==> config.mk <==
export PLATFORM = sky130hd
export DESIGN_NAME = dff_skid_slice
export DESIGN_NICKNAME = d
export VERILOG_FILES = /design/src/rtl/dff_skid_slice.sv
export SDC_FILE = /design/constraint.sdc
export NUM_CORES = 1
export LEC_CHECK = 0
export BUFFER_PORTS_ARGS = -buffer_cell sky130_fd_sc_hd__buf_2
export CAP_MARGIN = 25
export CORE_MARGIN = 4
export CORE_UTILIZATION = 50
export CTS_BUF_LIST = sky130_fd_sc_hd__clkbuf_4 sky130_fd_sc_hd__clkbuf_8 sky130_fd_sc_hd__clkbuf_16
export DETAILED_ROUTE_END_ITERATION = 16
export GPL_TIMING_DRIVEN = 0
export HOLD_SLACK_MARGIN = 0.12
export PLACE_DENSITY = 0.77
export SYNTH_ARGS = -nofsm -noshare
export SYNTH_HDL_FRONTEND = slang
export SYNTH_SLANG_ARGS = --single-unit
==> constraint.sdc <==
create_clock -name CLK -period 1.9 [get_ports CLK]
set_input_delay 0.095 -clock CLK [delete_from_list [all_inputs] [get_ports CLK]]
set_output_delay 0.095 -clock CLK [all_outputs]
set_load 0.005 [all_outputs]
==> src/rtl/dff_skid_slice.sv <==
// -----------------------------------------------------------------------------
// dff_skid_slice
//
// Consumer-side register slice for a valid/ready stream. Two flop entries
// (main + skid) sustain one beat per cycle while in_ready stays a pure flop
// output, so no combinational path runs from out_ready back to in_ready.
// Ordering is strict FIFO: the skid entry always holds the younger beat.
//
// Parameters:
//   Width      payload width
//   ResetData  value held by both data entries during reset
//
// Ports:
//   CLK        clock, all state on rising edge
//   RSTN       asynchronous active-low reset
//   flush      synchronous clear of both entries (data keeps stale values)
//   in_valid   upstream beat valid
//   in_data    upstream payload
//   in_ready   slice can accept (registered)
//   out_valid  main entry holds a beat (registered)
//   out_data   main entry payload (registered)
//   out_ready  downstream accepts
//   occupancy  number of entries held, 0..2
//
// Optional build macro:
//   DFF_SKID_SLICE_XCHECK_EN  adds a simulation-only X/Z and input-stability
//                             checker; excluded whenever SYNTHESIS is defined.
// -----------------------------------------------------------------------------
module dff_skid_slice #(
  parameter int unsigned      Width     = 8,
  parameter logic [Width-1:0] ResetData = '0
) (
  input  logic             CLK,
  input  logic             RSTN,
  input  logic             flush,
  input  logic             in_valid,
  input  logic [Width-1:0] in_data,
  output logic             in_ready,
  output logic             out_valid,
  output logic [Width-1:0] out_data,
  input  logic             out_ready,
  output logic [1:0]       occupancy
);

  // The state encoding is the occupancy count itself.
  typedef enum logic [1:0] {
    EMPTY = 2'd0,
    BUSY  = 2'd1,
    FULL  = 2'd2
  } state_e;

  state_e           state_q, state_d;
  logic             in_ready_q, in_ready_d;
  logic             out_valid_q, out_valid_d;
  logic [Width-1:0] main_q, main_d;
  logic [Width-1:0] skid_q, skid_d;

  logic             in_fire;
  logic             out_fire;
  logic             main_load;
  logic             main_from_skid;
  logic             skid_load;

  assign in_fire  = in_valid & in_ready_q;
  assign out_fire = out_valid_q & out_ready;

  always_comb begin
    state_d        = state_q;
    main_load      = 1'b0;
    main_from_skid = 1'b0;
    skid_load      = 1'b0;

    unique case (state_q)
      EMPTY: begin
        if (in_fire) begin
          main_load = 1'b1;
          state_d   = BUSY;
        end
      end
      BUSY: begin
        if (in_fire && out_fire) begin
          main_load = 1'b1;
        end else if (in_fire) begin
          skid_load = 1'b1;
          state_d   = FULL;
        end else if (out_fire) begin
          state_d = EMPTY;
        end
      end
      FULL: begin
        // in_ready is low here, so only the drain side can move.
        if (out_fire) begin
          main_load      = 1'b1;
          main_from_skid = 1'b1;
          state_d        = BUSY;
        end
      end
      default: begin
        // Occupancy 3 is unreachable; recover to a clean empty slice.
        state_d = EMPTY;
      end
    endcase

    // flush overrides everything: an incoming beat is dropped (no load), a
    // departing beat still counts as consumed, and the data flops stay stale.
    if (flush) begin
      state_d   = EMPTY;
      main_load = 1'b0;
      skid_load = 1'b0;
    end

    in_ready_d  = (state_d != FULL);
    out_valid_d = (state_d != EMPTY);

    main_d = main_q;
    if (main_load) begin
      main_d = main_from_skid ? skid_q : in_data;
    end

    skid_d = skid_q;
    if (skid_load) begin
      skid_d = in_data;
    end
  end

  always_ff @(posedge CLK or negedge RSTN) begin
    if (!RSTN) begin
      state_q     <= EMPTY;
      in_ready_q  <= 1'b1;
      out_valid_q <= 1'b0;
      main_q      <= ResetData;
      skid_q      <= ResetData;
    end else begin
      state_q     <= state_d;
      in_ready_q  <= in_ready_d;
      out_valid_q <= out_valid_d;
      main_q      <= main_d;
      skid_q      <= skid_d;
    end
  end

  assign in_ready  = in_ready_q;
  assign out_valid = out_valid_q;
  assign out_data  = main_q;
  assign occupancy = state_q;

`ifdef DFF_SKID_SLICE_XCHECK_EN
`ifndef SYNTHESIS
  logic [Width-1:0] xc_data_prev;
  logic             xc_stall_prev;

  always @(posedge CLK) begin
    if (RSTN === 1'b1 && ($isunknown(out_valid_q) || $isunknown(in_ready_q)))
      $error("dff_skid_slice: X/Z on out_valid or in_ready");
    if (out_valid_q === 1'b1 && $isunknown(main_q))
      $error("dff_skid_slice: X/Z on out_data while out_valid");
    if (in_fire === 1'b1 && $isunknown(in_data))
      $error("dff_skid_slice: X/Z on in_data at in_fire");
    // A stalled beat must be presented unchanged until it is accepted.
    if (xc_stall_prev === 1'b1 && in_valid === 1'b1 && in_data !== xc_data_prev)
      $error("dff_skid_slice: in_data changed while stalled");
    xc_stall_prev <= RSTN & in_valid & ~in_ready_q;
    xc_data_prev  <= in_data;
  end
`endif
`endif

endmodule

# == Word-level counts from Yosys, hierarchy flattened ==
# Index checks and enable logic that the tools add are counted.
# word_totals
reg_bits,20
input_bits,13
output_inout_bits,12
word_cells,30
# classes
eq_ne,3
mux,17
n_bitwise,2
reduce_logical,3
# ops
cell,n
two-way mux 2 bit,6
two-way mux 1 bit,8
two-way mux 8 bit,1
case mux 2 bit (3 select lines),1
case mux 1 bit (3 select lines),1
AND 1 bit,2
"== test 2 x 1 -> 1 bit, second input constant",1
"== test 2 bit, second input constant",1
logical NOT 2 bit,1
"inequality test 2 bit, second input constant",1
nonzero test 2 bit,1
logical AND 1 bit,1

# == Depth between registers and ports, before layout ==
# depth
word_depth,7
ltp_mapped,3
ltp_nobuf,3

# == Worst setup path after synthesis ==
# No wires, ideal clock.
# synth_timing
kind,register to register
start,"register state_q[0], in the netlist occupancy[0]"
end,"register main_q[0], in the netlist out_data[0]"
setup_time_ns,0.125
t_arrival_ns,1.525
required_ns,1.775
slack_ns,0.250
path_stages_with_launch,4
n_path_buf,0
synth_period_minus_slack_ns,1.650
path_cell_list,dfrtp_1 > nand4b_4 > a221oi_4 > mux2_2
# synth_between
elab_chain_len,3
elab_cells_between_ends,7
classes_between,eq/ne (2); mux (4); reduce/logical (1)
# synth_lines
item,line_no,source
start: declaration,52,"state_e state_q, state_d;"
start signal: assignment,134,state_q <= state_d;
== test 2 bit (tied with other cells),73,unique case (state_q)
case mux 1 bit (3 select lines) or two-way mux 1 bit (tied branches),73,
two-way mux 1 bit or two-way mux 8 bit (tied branches),"106, 117",
end signal: assignment,131,main_q <= ResetData;
end signal: assignment,137,main_q <= main_d;
end: declaration,55,"logic [Width-1:0] main_q, main_d;"
# Parallel ways exist; a longest one is shown, timed or not.
# A chain may end at the register's enable or synchronous reset.

# == Worst setup path in the final report ==
# layout_timing
start,"register state_q[0], in the netlist occupancy[0]"
end,"register main_q[4], in the netlist out_data[4]"
# The elaborated chain is that of the path after synthesis.

==> results.py <==
metrics = {
    "detailed_routing": {
        "routed_wl_um": 1720,
        "drt_iter0_drc": 9,
        "drc_errors": 0,
        "firstDrtPassIters": 3,
        "ant_nets": 0,
        "wire_per_inst_um": 13.8,
        "vias": 618,
        "vias_per_cell": 4.94,
    },
    "logic_synthesis": {
        "yosysUniqueCellTypes": 16,
        "yosys_warnings": 0,
        "synth_top_area_cell": "dfrtp_1",
        "synth_top_area_share_pct": 51.5,
        "synth_seq_cells": 20,
        "netlist_area_sq_um": 923,
        "syn_area_per_cell_sq_um": 15.1,
        "yosysSeqAreaShare_pct": 54.3,
        "yosys-top-cells-area": "dfrtp_1 51%, mux2_2 29%, a221oi_4 2.8%, dfstp_2 2.8%, nand4b_4 2.6%",
        "synthCells": 61,
        "synth_nets": 74,
    },
    "clock_tree": {
        "cts_resized": 0,
        "clock_path_buffers": 2,
        "cts_buffers": 3,
        "clk_latency_ps": 300,
        "cts_root_buffer": "clkbuf_4",
        "ctsHtreeMaxLevel": 1,
        "clkSinkCount": 20,
        "cts_tree": "built",
        "clk_pin_slew_ps": 100,
    },
    "critical_path": {
        "crit_arrival_ps": 1970,
        "slowest_stage": "dfrtp_1",
        "required_ps": 2080,
        "rr_worst_depth": 4,
        "end_kind": "flop",
        "path_class": "flop to flop",
        "path_cells": "nand4b_4, a221oi_4, buf_12, mux2_2",
        "r2r-start": "occupancy[0]",
        "path_delay_family": "flip-flops",
        "worstPathBufferInverterCount": 1,
        "reg2reg_slack_ps": 110,
        "cpPeakStageDelay_ps": 480,
        "cp-start-kind": "flop",
        "path_max_fanout": 9,
        "r2r_end": "out_data[4]",
    },
    "job": {
        "max-cap-violations": 0,
    },
    "sta": {
        "holdWs_ps": 211,
        "final_max_slew_viol_count": 0,
        "worst_pin_slew_ps": 431,
        "maxSlewHeadroom_pct": 71.2,
        "max_freq_mhz": 560,
        "finalCritPeriodShare_pct": 94.0,
        "finalHoldViolCount": 0,
        "finalCriticalPeriod_ps": 1790,
        "setup_slack_ps": 114,
        "clock_skew_ps": 8.71,
        "rsz0062_at_grt": "false",
        "setup_viol": 0,
    },
    "floorplan": {
        "fp.dieArea_sq_um": 2600,
        "rows": 15,
        "fp.coreArea_sq_um": 1750,
        "die_h_um": 51.0,
        "initial_core_util_pct": 52.9,
        "die_w_um": 51.0,
        "io_pins": 25,
    },
    "placement": {
        "dp_slack_ps": -8.92,
        "place.gp.congestion": 0.785,
        "dpl_cell_area_sq_um": 1070,
        "dpl.hpwl_um": 1160,
        "io_buffers": 24,
    },
    "global_route": {
        "grt.busiest_layer": "met2",
        "met1_usage_pct": 17.9,
        "antenna_found_initial": 0,
        "grt_start_max_net_pins": 21,
        "gr-total-overflow": 0,
        "use_met2_pct": 27.0,
        "track_usage_pct": 15.1,
        "met3_usage_pct": 1.75,
        "grt_first_pass_wirelength_um": 2910,
        "grt_pass1_vias": 680,
    },
    "layout": {
        "final_nets": 114,
        "area_growth_pct": 32.7,
        "nFillCells": 139,
        "drive_gt1_share_pct": 60.0,
        "diodes": 0,
        "fin_util_pct": 70.2,
        "final_cell_area_sq_um": 1220,
    },
    "hold_path": {
        "hold_depth": 3,
        "hold_class": "primary input to flop",
        "min_to": "occupancy[1]",
        "hold_start": "in_valid",
    },
    "pwr": {
        "p_per_area_nw_per_um2": 928,
        "leakage_nw": 0.568,
        "ir_drop_v": 0.000677,
    },
    "outcome": {
        "outcome": "finished clean",
    },
}
flip-flops by register name, summed over array words and instances (netlist names):
| name | cells |
|---|---|
| out_valid | 1 |
| in_ready | 1 |
| skid_q | 8 |
| out_data | 8 |
| occupancy | 2 |
per-layer routing:
metal	wire, um	up-vias	part of all wire [%]
li1	-	304	-
met1	794	300	46
met2	846	12	49
met3	62	2	3.6
met4	17	0	0.99
met5	0	-	0
cell usage in the layout, fill, tap and decap left out, drive strengths merged:
| cell type | instances |
|---|---|
| nor2 | 1 |
| a21bo | 1 |
| nand2 | 1 |
| nand4b | 2 |
| a21oi | 3 |
| clkbuf | 4 |
| or2b | 1 |
| a21o | 2 |
| mux2 | 24 |
| nand3b | 2 |
| a41o | 1 |
| dlygate4sd3 | 10 |
| dfrtp | 19 |
| a221oi | 1 |
| dfstp | 1 |
| buf | 25 |
| inv | 2 |
final cells by class:
cell class / count / area [sq um] / share of cell area (%)
inverter: 2 / 7.51 / 0.613
multi-input combinational: 39 / 414 / 33.8
timing repair buffer: 35 / 240 / 19.6
tap: 25 / 31.3 / 2.55
clock buffer: 4 / 30.0 / 2.45
sequential: 20 / 502 / 41.0
how the worst max path moves through the flow:
stage,cells past startpoint,from,slack (ps),end
2_1_floorplan,3,occupancy[0],250,out_data[0]
3_3_place_gp,3,occupancy[0],9,out_data[7]
3_5_place_dp,3,occupancy[0],-9,out_data[3]
4_1_cts,4,occupancy[0],120,out_data[7]
5_1_grt,4,occupancy[0],30,out_data[3]
6_report,4,occupancy[0],110,out_data[4]
through the flow:
| step | TNS (ps) | cells | power, mW |
|---|---|---|---|
| 5_1_grt | 0 | 125 | 1.21 |
| 3_3_place_gp | 0 | 110 | 0.891 |
| 3_5_place_dp | -38.6 | 110 | 0.910 |
| 2_1_floorplan | 0 | 61 | 0.793 |
| 4_1_cts | 0 | 125 | 1.15 |
| 6_report | 0 | 125 | 1.14 |
worst register-to-register path, cell delays in order (launching register included):
cell,delay (ps)
dfrtp_1,480
nand4b_4,340
a221oi_4,360
buf_12,170
mux2_2,330
report_power, final:
| part | leakage [nW] | switching [mW] | internal (mW) | total [mW] |
|---|---|---|---|---|
| Sequential | 0.241 | 0.0721 | 0.557 | 0.629 |
| Clock | 0.0184 | 0.121 | 0.0959 | 0.217 |
| Combinational | 0.309 | 0.0994 | 0.191 | 0.290 |
cells by family after synthesis:
| logic type | Yosys count | share of synthesized area (%) |
|---|---|---|
| flops | 20 | 54.3 |
| compound gates | 8 | 8.54 |
| buf+inv | 2 | 0.813 |
| simple gates | 7 | 7.05 |
| mux | 24 | 29.3 |
synthesized netlist by cell type:
library cell / n
nand4b_1: 1
a221oi_4: 1
a21bo_2: 1
a41o_2: 1
dfrtp_1: 19
or2b_1: 1
a21o_2: 1
mux2_2: 24
nand3b_1: 2
nand2_1: 1
nand4b_4: 1
a21o_1: 1
a21oi_1: 3
nor2_2: 1
inv_1: 2
dfstp_2: 1
timing repair:
action,4_1_cts,5_1_grt
hold buffers,10,0
setup buffers,1,0
endpoints found under the setup margin,8,0
endpoints found under the hold margin,29,0
Note: power is estimated with default switching activity, not from simulation.
